$ cat src/rtl/wb_cfg_pkg.sv
// ---------------------------------------------------------------------------
// wb_cfg_pkg
//   Shared definitions for the Wishbone configuration loader:
//   register offsets, CTRL bit indices, STATUS field positions, the shifter
//   FSM state type and a helper that assembles the STATUS word.
// ---------------------------------------------------------------------------
package wb_cfg_pkg;

  // Register offsets within the 256-byte slave window
  localparam logic [7:0] CTRL_OFF   = 8'h00;
  localparam logic [7:0] STATUS_OFF = 8'h04;
  localparam logic [7:0] DATA_OFF   = 8'h08;

  // CTRL register bits
  localparam int CTRL_CLR_BIT = 0;
  localparam int CTRL_SET_BIT = 1;

  // STATUS register fields
  localparam int STAT_SHIFTING_BIT  = 0;
  localparam int STAT_HOLD_FULL_BIT = 1;
  localparam int STAT_CFG_SET_BIT   = 2;
  localparam int STAT_ERR_BIT       = 3;
  localparam int STAT_WCNT_LSB      = 16;
  localparam int STAT_WCNT_W        = 16;

  // Configuration word width and bit counter terminal value
  localparam int          CFG_WORD_W   = 32;
  localparam logic [4:0]  BIT_CNT_LAST = 5'd31;

  // Shifter FSM states
  typedef enum logic {
    ST_IDLE  = 1'b0,
    ST_SHIFT = 1'b1
  } shift_state_e;

  // Assemble the STATUS read value from its individual fields
  function automatic logic [31:0] pack_status(
    input logic                   shifting,
    input logic                   hold_full,
    input logic                   cfg_set,
    input logic                   err,
    input logic [STAT_WCNT_W-1:0] word_cnt
  );
    logic [31:0] s;
    s                                           = '0;
    s[STAT_SHIFTING_BIT]                        = shifting;
    s[STAT_HOLD_FULL_BIT]                       = hold_full;
    s[STAT_CFG_SET_BIT]                         = cfg_set;
    s[STAT_ERR_BIT]                             = err;
    s[STAT_WCNT_LSB +: STAT_WCNT_W]             = word_cnt;
    return s;
  endfunction

endpackage

$ cat src/rtl/wb_cfg_if.sv
// ---------------------------------------------------------------------------
// wb_cfg_if
//   Wishbone slave-side bus bundle used between the management SoC and the
//   configuration loader.
//   master modport : drives stb/cyc/we/sel/data/addr, receives ack/data_o
//   slave  modport : receives the request, drives ack/data_o
// ---------------------------------------------------------------------------
interface wb_cfg_if;
  logic        wbs_stb_i;
  logic        wbs_cyc_i;
  logic        wbs_we_i;
  logic [3:0]  wbs_sel_i;
  logic [31:0] wbs_data_i;
  logic [31:0] wbs_addr_i;
  logic        wbs_ack_o;
  logic [31:0] wbs_data_o;

  modport master (
    output wbs_stb_i, wbs_cyc_i, wbs_we_i, wbs_sel_i, wbs_data_i, wbs_addr_i,
    input  wbs_ack_o, wbs_data_o
  );

  modport slave (
    input  wbs_stb_i, wbs_cyc_i, wbs_we_i, wbs_sel_i, wbs_data_i, wbs_addr_i,
    output wbs_ack_o, wbs_data_o
  );
endinterface

$ cat src/rtl/wb_cfg_loader_shifter.sv
// ---------------------------------------------------------------------------
// cfg_shifter
//   Holding register plus serialiser for the fabric configuration chain.
//   A word offered on load_valid_i (only while load_ready_o) is parked in the
//   holding register, then shifted out LSB-first, one bit per clock. A word
//   waiting in the holding register is picked up on the last bit of the
//   current word so consecutive words stream without a gap.
//
//   clk, rst_n      : clock, asynchronous active-low reset
//   load_valid_i    : load the holding register this cycle
//   load_data_i     : 32-bit configuration word
//   load_ready_o    : holding register empty
//   clear_i         : abort shifting, empty hold, zero the word counter
//   cfg_shift_en_o  : registered, chain advances this cycle
//   cfg_bit_o       : registered serial bit
//   shifting_o      : FSM in SHIFT
//   hold_full_o     : holding register occupied
//   word_cnt_o      : saturating count of fully shifted words
// ---------------------------------------------------------------------------
module cfg_shifter
  import wb_cfg_pkg::*;
#(
  parameter int CNT_W = 16
) (
  input  logic                  clk,
  input  logic                  rst_n,
  input  logic                  load_valid_i,
  input  logic [CFG_WORD_W-1:0] load_data_i,
  output logic                  load_ready_o,
  input  logic                  clear_i,
  output logic                  cfg_shift_en_o,
  output logic                  cfg_bit_o,
  output logic                  shifting_o,
  output logic                  hold_full_o,
  output logic [CNT_W-1:0]      word_cnt_o
);

  localparam logic [CNT_W-1:0] WORD_CNT_MAX = {CNT_W{1'b1}};

  shift_state_e          state_q, state_d;
  logic [CFG_WORD_W-1:0] hold_q, hold_d;
  logic                  hold_full_q, hold_full_d;
  logic [CFG_WORD_W-1:0] sreg_q, sreg_d;
  logic [4:0]            bit_cnt_q, bit_cnt_d;
  logic [CNT_W-1:0]      word_cnt_q, word_cnt_d;
  logic                  shift_en_q, shift_en_d;
  logic                  cfg_bit_q, cfg_bit_d;

  always_ff @(posedge clk or negedge rst_n) begin
    if (!rst_n) begin
      state_q     <= ST_IDLE;
      hold_q      <= '0;
      hold_full_q <= 1'b0;
      sreg_q      <= '0;
      bit_cnt_q   <= '0;
      word_cnt_q  <= '0;
      shift_en_q  <= 1'b0;
      cfg_bit_q   <= 1'b0;
    end else begin
      state_q     <= state_d;
      hold_q      <= hold_d;
      hold_full_q <= hold_full_d;
      sreg_q      <= sreg_d;
      bit_cnt_q   <= bit_cnt_d;
      word_cnt_q  <= word_cnt_d;
      shift_en_q  <= shift_en_d;
      cfg_bit_q   <= cfg_bit_d;
    end
  end

  always_comb begin
    state_d     = state_q;
    hold_d      = hold_q;
    hold_full_d = hold_full_q;
    sreg_d      = sreg_q;
    bit_cnt_d   = bit_cnt_q;
    word_cnt_d  = word_cnt_q;
    shift_en_d  = 1'b0;
    cfg_bit_d   = 1'b0;

    // Loads are only offered while hold is empty, so they never collide
    // with the hold-to-sreg transfers below.
    if (load_valid_i) begin
      hold_d      = load_data_i;
      hold_full_d = 1'b1;
    end

    unique case (state_q)
      ST_IDLE: begin
        if (hold_full_q) begin
          sreg_d      = hold_q;
          hold_full_d = 1'b0;
          bit_cnt_d   = '0;
          state_d     = ST_SHIFT;
        end
      end
      ST_SHIFT: begin
        shift_en_d = 1'b1;
        cfg_bit_d  = sreg_q[0];
        sreg_d     = sreg_q >> 1;
        bit_cnt_d  = bit_cnt_q + 5'd1;
        if (bit_cnt_q == BIT_CNT_LAST) begin
          if (word_cnt_q != WORD_CNT_MAX) begin
            word_cnt_d = word_cnt_q + 1'b1;
          end
          // Reload straight from hold so back-to-back words have no bubble
          if (hold_full_q) begin
            sreg_d      = hold_q;
            hold_full_d = 1'b0;
            bit_cnt_d   = '0;
          end else begin
            state_d = ST_IDLE;
          end
        end
      end
      default: state_d = ST_IDLE;
    endcase

    // Clear overrides everything, including a reload happening this cycle
    if (clear_i) begin
      state_d     = ST_IDLE;
      hold_full_d = 1'b0;
      sreg_d      = '0;
      bit_cnt_d   = '0;
      word_cnt_d  = '0;
      shift_en_d  = 1'b0;
      cfg_bit_d   = 1'b0;
    end
  end

  assign load_ready_o   = ~hold_full_q;
  assign cfg_shift_en_o = shift_en_q;
  assign cfg_bit_o      = cfg_bit_q;
  assign shifting_o     = (state_q == ST_SHIFT);
  assign hold_full_o    = hold_full_q;
  assign word_cnt_o     = word_cnt_q;

endmodule

$ cat src/rtl/wb_cfg_loader.sv
// ---------------------------------------------------------------------------
// wb_cfg_loader
//   Wishbone slave that accepts 32-bit configuration words and streams them
//   LSB-first into the fabric configuration chain through cfg_shifter.
//   Registers: CTRL (CLR/SET, write-only), STATUS (read-only), DATA
//   (write-only). cfg_set_o tells the fabric configuration is complete.
//
//   wb_clk_i, wb_rst_ni : clock, asynchronous active-low reset
//   wb                  : Wishbone slave bundle (stb/cyc/we/sel/data/addr,
//                         registered single-cycle ack and read data)
//   cfg_shift_en_o      : config chain advances this cycle
//   cfg_bit_o           : serial config bit
//   cfg_set_o           : configuration complete (level)
//   busy_o              : shifter active or holding register full
// ---------------------------------------------------------------------------
module wb_cfg_loader
  import wb_cfg_pkg::*;
#(
  parameter logic [31:0] BASE_ADDR = 32'h3000_0000,
  parameter int          CNT_W     = 16
) (
  input  logic     wb_clk_i,
  input  logic     wb_rst_ni,
  wb_cfg_if.slave  wb,
  output logic     cfg_shift_en_o,
  output logic     cfg_bit_o,
  output logic     cfg_set_o,
  output logic     busy_o
);

  logic        ack_q, ack_d;
  logic [31:0] rdata_q, rdata_d;
  logic        cfg_set_q, cfg_set_d;
  logic        err_q, err_d;

  logic             load_valid;
  logic             load_ready;
  logic             shifter_clear;
  logic             shifting;
  logic             hold_full;
  logic [CNT_W-1:0] word_cnt;
  logic [15:0]      word_cnt_ext;

  logic       addr_hit;
  logic [7:0] offset;
  logic       request;
  logic       data_wr;
  logic       ctrl_wr;
  logic       ctrl_clr;
  logic       ctrl_set;
  logic       stall;
  logic       accept;

  cfg_shifter #(.CNT_W(CNT_W)) u_shifter (
    .clk            (wb_clk_i),
    .rst_n          (wb_rst_ni),
    .load_valid_i   (load_valid),
    .load_data_i    (wb.wbs_data_i),
    .load_ready_o   (load_ready),
    .clear_i        (shifter_clear),
    .cfg_shift_en_o (cfg_shift_en_o),
    .cfg_bit_o      (cfg_bit_o),
    .shifting_o     (shifting),
    .hold_full_o    (hold_full),
    .word_cnt_o     (word_cnt)
  );

  assign word_cnt_ext = 16'(word_cnt);

  // Request decode. Gating on ack_q keeps ack from firing two cycles in a
  // row while the master still holds stb after the first ack.
  assign addr_hit = (wb.wbs_addr_i[31:8] == BASE_ADDR[31:8]);
  assign offset   = wb.wbs_addr_i[7:0];
  assign request  = wb.wbs_stb_i & wb.wbs_cyc_i & addr_hit & ~ack_q;
  assign data_wr  = wb.wbs_we_i & (offset == DATA_OFF);
  assign ctrl_wr  = wb.wbs_we_i & (offset == CTRL_OFF);
  assign ctrl_clr = wb.wbs_data_i[CTRL_CLR_BIT];
  assign ctrl_set = wb.wbs_data_i[CTRL_SET_BIT];

  // DATA writes wait for an empty hold register; SET (without CLR) waits
  // until the shifter has fully drained so cfg_set_o never precedes the
  // last configuration bit.
  assign stall  = (data_wr & ~load_ready) |
                  (ctrl_wr & ~ctrl_clr & ctrl_set & (shifting | hold_full));
  assign accept = request & ~stall;

  always_ff @(posedge wb_clk_i or negedge wb_rst_ni) begin
    if (!wb_rst_ni) begin
      ack_q     <= 1'b0;
      rdata_q   <= '0;
      cfg_set_q <= 1'b0;
      err_q     <= 1'b0;
    end else begin
      ack_q     <= ack_d;
      rdata_q   <= rdata_d;
      cfg_set_q <= cfg_set_d;
      err_q     <= err_d;
    end
  end

  // Register access side effects all take effect on the ack edge
  always_comb begin
    ack_d         = 1'b0;
    rdata_d       = '0;
    cfg_set_d     = cfg_set_q;
    err_d         = err_q;
    load_valid    = 1'b0;
    shifter_clear = 1'b0;

    if (accept) begin
      ack_d = 1'b1;
      if (wb.wbs_we_i) begin
        if (offset == DATA_OFF) begin
          // Partial-lane writes and writes after SET are dropped and flagged
          if ((wb.wbs_sel_i == 4'hF) && !cfg_set_q) begin
            load_valid = 1'b1;
          end else begin
            err_d = 1'b1;
          end
        end else if (offset == CTRL_OFF) begin
          if (ctrl_clr) begin
            shifter_clear = 1'b1;
            err_d         = 1'b0;
            cfg_set_d     = 1'b0;
          end else if (ctrl_set) begin
            cfg_set_d = 1'b1;
          end
        end
      end else if (offset == STATUS_OFF) begin
        rdata_d = pack_status(shifting, hold_full, cfg_set_q, err_q, word_cnt_ext);
      end
    end
  end

  assign wb.wbs_ack_o  = ack_q;
  assign wb.wbs_data_o = rdata_q;
  assign cfg_set_o     = cfg_set_q;
  assign busy_o        = shifting | hold_full;

endmodule
$ cat src/flat_wrapper.sv
// flat-port wrapper written by rule: the top's interface ports become plain ports
module wb_cfg_loader_flat import wb_cfg_pkg::*;
#(
  parameter logic [31:0] BASE_ADDR = 32'h3000_0000,
  parameter int          CNT_W     = 16
)
  (wb_clk_i, wb_rst_ni, cfg_shift_en_o, cfg_bit_o, cfg_set_o, busy_o, wb_wbs_stb_i, wb_wbs_cyc_i, wb_wbs_we_i, wb_wbs_sel_i, wb_wbs_data_i, wb_wbs_addr_i, wb_wbs_ack_o, wb_wbs_data_o);
  wb_cfg_if wb_i ();
  input  logic wb_clk_i;
  input  logic wb_rst_ni;
  output logic cfg_shift_en_o;
  output logic cfg_bit_o;
  output logic cfg_set_o;
  output logic busy_o;
  input wire logic [$bits(wb_i.wbs_stb_i)-1:0] wb_wbs_stb_i;
  input wire logic [$bits(wb_i.wbs_cyc_i)-1:0] wb_wbs_cyc_i;
  input wire logic [$bits(wb_i.wbs_we_i)-1:0] wb_wbs_we_i;
  input wire logic [$bits(wb_i.wbs_sel_i)-1:0] wb_wbs_sel_i;
  input wire logic [$bits(wb_i.wbs_data_i)-1:0] wb_wbs_data_i;
  input wire logic [$bits(wb_i.wbs_addr_i)-1:0] wb_wbs_addr_i;
  output wire logic [$bits(wb_i.wbs_ack_o)-1:0] wb_wbs_ack_o;
  output wire logic [$bits(wb_i.wbs_data_o)-1:0] wb_wbs_data_o;
  assign wb_i.wbs_stb_i = wb_wbs_stb_i;
  assign wb_i.wbs_cyc_i = wb_wbs_cyc_i;
  assign wb_i.wbs_we_i = wb_wbs_we_i;
  assign wb_i.wbs_sel_i = wb_wbs_sel_i;
  assign wb_i.wbs_data_i = wb_wbs_data_i;
  assign wb_i.wbs_addr_i = wb_wbs_addr_i;
  assign wb_wbs_ack_o = wb_i.wbs_ack_o;
  assign wb_wbs_data_o = wb_i.wbs_data_o;
  wb_cfg_loader #(.BASE_ADDR(BASE_ADDR), .CNT_W(CNT_W)) u_core (.wb_clk_i(wb_clk_i), .wb_rst_ni(wb_rst_ni), .wb(wb_i), .cfg_shift_en_o(cfg_shift_en_o), .cfg_bit_o(cfg_bit_o), .cfg_set_o(cfg_set_o), .busy_o(busy_o));
endmodule
$ cat config.mk
export PLATFORM = sky130hd
export DESIGN_NAME = wb_cfg_loader_flat
export DESIGN_NICKNAME = d
export VERILOG_FILES = /design/src/rtl/wb_cfg_pkg.sv /design/src/rtl/wb_cfg_if.sv /design/src/rtl/wb_cfg_loader_shifter.sv /design/src/rtl/wb_cfg_loader.sv /design/src/flat_wrapper.sv
export SDC_FILE = /design/constraint.sdc
export NUM_CORES = 1
export LEC_CHECK = 0
export CORE_MARGIN = 3
export CORE_UTILIZATION = 53
export CTS_BUF_LIST = sky130_fd_sc_hd__clkbuf_2 sky130_fd_sc_hd__clkbuf_4 sky130_fd_sc_hd__clkbuf_8
export DETAILED_ROUTE_END_ITERATION = 8
export GPL_TIMING_DRIVEN = 0
export PLACE_DENSITY = 0.83
export SYNTH_ARGS = -nofsm -noshare
export SYNTH_HDL_FRONTEND = slang
export SYNTH_HIERARCHICAL = 1
export SYNTH_SLANG_ARGS = --single-unit
$ cat constraint.sdc
create_clock -name wb_clk_i -period 2.8 [get_ports wb_clk_i]
set_clock_uncertainty 0.05 [all_clocks]
set_input_delay 0.42 -clock wb_clk_i [delete_from_list [all_inputs] [get_ports wb_clk_i]]
set_output_delay 0.42 -clock wb_clk_i [all_outputs]
set_load 0.005 [all_outputs]
==> results.md <==
* Clk sinks at 112
* Synthesized flop and latch total at 112
* Buffers on Ports at 97
* CTS tree: done
* Final Hold Vio Count at 0
* GRT overflow at 0
* CTS buffer count at 9
* Critical Path Fanout Max at 10
* Die W at 105 um
* Yosys cell types at 53
* Die Height at 105 um
* Longest Clk Path Bufs at 2
* Avg Cell Area, Syn at 11.2 um^2
* Outcome: finished clean
* Setup TNS Final at 0 ps
* Sequential area share after synthesis at 54.2%
* Synth Flop Type: dfrtp_1
* CTS root buf: clkbuf_8
* Async S/R FF share, synth at 100%
* Vias per cell at 5.43
* Crit path time final at 2570 ps
* Die area at 11,000 um^2
* Largest net degree at the start of global routing at 59
* Actual slew at the worst max-slew pin at 741 ps
* Routed wire per std cell at 15.4 um
* Number of global-route vias before repair at 3,900
* Commonest non-fill, non-tap cell in the layout: dfrtp_1
* Total number of vias at 3,895
* Worst vdd ir at 0.000313 V
* Initial Util at 55.2%
* Final total power at 0.00269 W
* Share of cells above drive strength 1 at 16.0%
* Max Clock Freq at 390 MHz
* RSZ-0062 raised after global routing: no
* Gr usage total at 20.6%
* Leading cell types in the layout, fill and taps excluded: 112 x dfrtp_1, 96 x clkdlybuf4s50_1, 42 x o21ai_0
* CP Launch Type: input port
* DRC viols at 0
* Worst Hold Class: input port to async pin
* Crit end category: flip-flop
* Fin nets at 660
* Final Cycle Share at 91.7%
* PwrDens at 410 nW/um^2
* Clk slew on worst S/H paths at 110 ps
* First-pass GRT wire length at 18.6 mm
* Fin. max-slew vios at 0
* Max cap viols at 0
* Initial antenna violation count at 0
* Mapped Area at 5170 um^2
* Slew HR at 50.6%
* Core footprint at 9370 um^2
* Initial DRC count at 196
* Count of final setup violators at 0
* Total Wirelength at 11.1 mm
* I/O pin count at 110
* Syn. warnings at 6
* Crit path DAT at 2770 ps
* # rows at 35
* Final HPWL DP at 8.15 mm
* Post CTS Setup Buffer Count at 0
* Worst Path Required at 3010 ps
* Post-synth EDFFs at 0
* Fin util at 70.1%
* H-tree depth at 3
* Area Overhead vs Synth at 26.9%
* Final antenna-violating net count at 0
* ANT cells at 0
* Routability cong. at 0.807
* Fillers at 702
* Clk_lat worst skew at 370 ps
* Cells after Synth at 464
* Critical setup path kind: input port to flip-flop
* Lkg Pwr at 2.97 nW
* First-pass iteration count of the detailed router at 4
logic make-up (layout without fill, tap and decap cells):
| logic type | count (synthesis) | in the layout | share of synthesized area (%) |
|---|---|---|---|
| AND/OR/NAND/NOR | 143 | 143 | 16.0 |
| flip-flops | 112 | 112 | 54.2 |
| AO/OA/AOI/OAI | 75 | 75 | 8.42 |
| multiplexers | 66 | 66 | 13.6 |
| buffers and inverters | 63 | 176 | 6.72 |
| adder cells (fa/ha/maj) | 4 | 4 | 0.967 |
| other | 1 | 12 | 0.0725 |
power breakdown:
part	switching, W	internal, W
Sequential	0.00000000138	0.00162
Clock	0.000551	0.000362
Combinational	0.0000573	0.000105
Total	0.000608	0.00208
sequential cells by signal, summed over array words and instances, names as in the netlist:
signal                           count
u_core/cfg_set_o                     1
u_core/err_q                         1
u_core/u_shifter/bit_cnt_q           5
u_core/u_shifter/cfg_bit_o           1
u_core/u_shifter/cfg_shift_en_o      1
u_core/u_shifter/hold_full_o         1
u_core/u_shifter/hold_q             32
u_core/u_shifter/shifting_o          1
u_core/u_shifter/sreg_q             32
u_core/u_shifter/word_cnt_o         16
u_core/wb.wbs_ack_o                  1
u_core/wb.wbs_data_o                20
cell type report:
class                   instances  area (um^2)  share of cell area, %
multi-input cells             300         2060                   31.4
repair buffers                 98          996                   15.2
well taps                     129          161                   2.46
inverters                      26         97.6                   1.49
clock inverters                 5         51.3                  0.781
flip-flops and latches        112         2800                   42.7
plain buffers                  36          254                   3.87
clock buffers                  11          139                   2.12
synth_stat cells, drive strengths merged, types with 2 or more instances:
master,number,area (um^2)
nand2,40,150
nor3,24,130
and3b,2,17.5
and3,8,50.1
a21oi,17,85.1
nor2b,4,25.0
clkbuf,12,45.0
o311ai,2,35.0
buf,23,184
or2,2,12.5
nand4,8,71.3
and4,8,78.8
or3,11,68.8
nor4,9,77.6
and2,5,31.3
dfrtp,112,2800
mux2i,33,330
o31ai,3,22.5
o21ai,44,220
inv,26,97.6
nor2,12,45.0
nand3,6,30.0
ha,4,50.1
mux2,33,375
path summary, 6_finish.rpt:
| check | from | to | slack, ps | cells after the start |
|---|---|---|---|---|
| min in group wb_clk_i | u_core/u_shifter/bit_cnt_q[3]$_DFFE_PN0P_ | u_core/u_shifter/bit_cnt_q[3]$_DFFE_PN0P_ | 430 | 1 |
| max in group asynchronous | wb_rst_ni | u_core/u_shifter/word_cnt_o[9]$_DFFE_PN0P_ | 1920 | 2 |
| max | wb_wbs_addr_i[22] | u_core/u_shifter/hold_q[14]$_DFFE_PN0P_ | 230 | 8 |
| max reg2reg | u_core/wb.wbs_ack_o$_DFF_PN0_ | u_core/u_shifter/hold_q[14]$_DFFE_PN0P_ | 590 | 7 |
| min | wb_rst_ni | u_core/u_shifter/hold_q[7]$_DFFE_PN0P_ | 50 | 1 |
| min reg2reg | u_core/u_shifter/bit_cnt_q[3]$_DFFE_PN0P_ | u_core/u_shifter/bit_cnt_q[3]$_DFFE_PN0P_ | 430 | 1 |
repair_timing:
| item | 4_1_cts | 5_1_grt |
|---|---|---|
| gates resized for setup | 4 | 3 |
| hold buffers | 0 | 0 |
| endpoints found under the setup margin | 39 | 53 |
routing by layer:
layer / vias to the layer above / routed length (um) / global-route usage, %
met3: 10 / 712 / 4.82
met1: 1914 / 4820 / 27.5
met5: - / 0 / 0
li1: 1852 / - / -
met4: 0 / 133 / 5.15
met2: 119 / 5410 / 34.2
worst max-delay path: stages:
cell             delay, ps
clkdlybuf4s50_1        430
nor4_1                 320
and4_2                 350
nand4_1                130
nor3_1                 180
clkbuf_2               250
clkbuf_2               310
mux2_2                 380
per-stage QoR:
| stage | cells | hold WS, ps | area [um^2] | setup slack (ps) |
|---|---|---|---|---|
| after global routing | 717 | 93.0 | 6570 | 98.6 |
| after detailed placement | 702 | 411 | 6370 | -492 |
| after global placement | 701 | 412 | 6350 | -2790 |
| after floorplan | 475 | 74.4 | 5220 | 507 |
| final | 717 | 48.9 | 6570 | 233 |
| after CTS | 718 | 74.1 | 6570 | 3.60 |
Note: power is estimated with default switching activity, not from simulation.
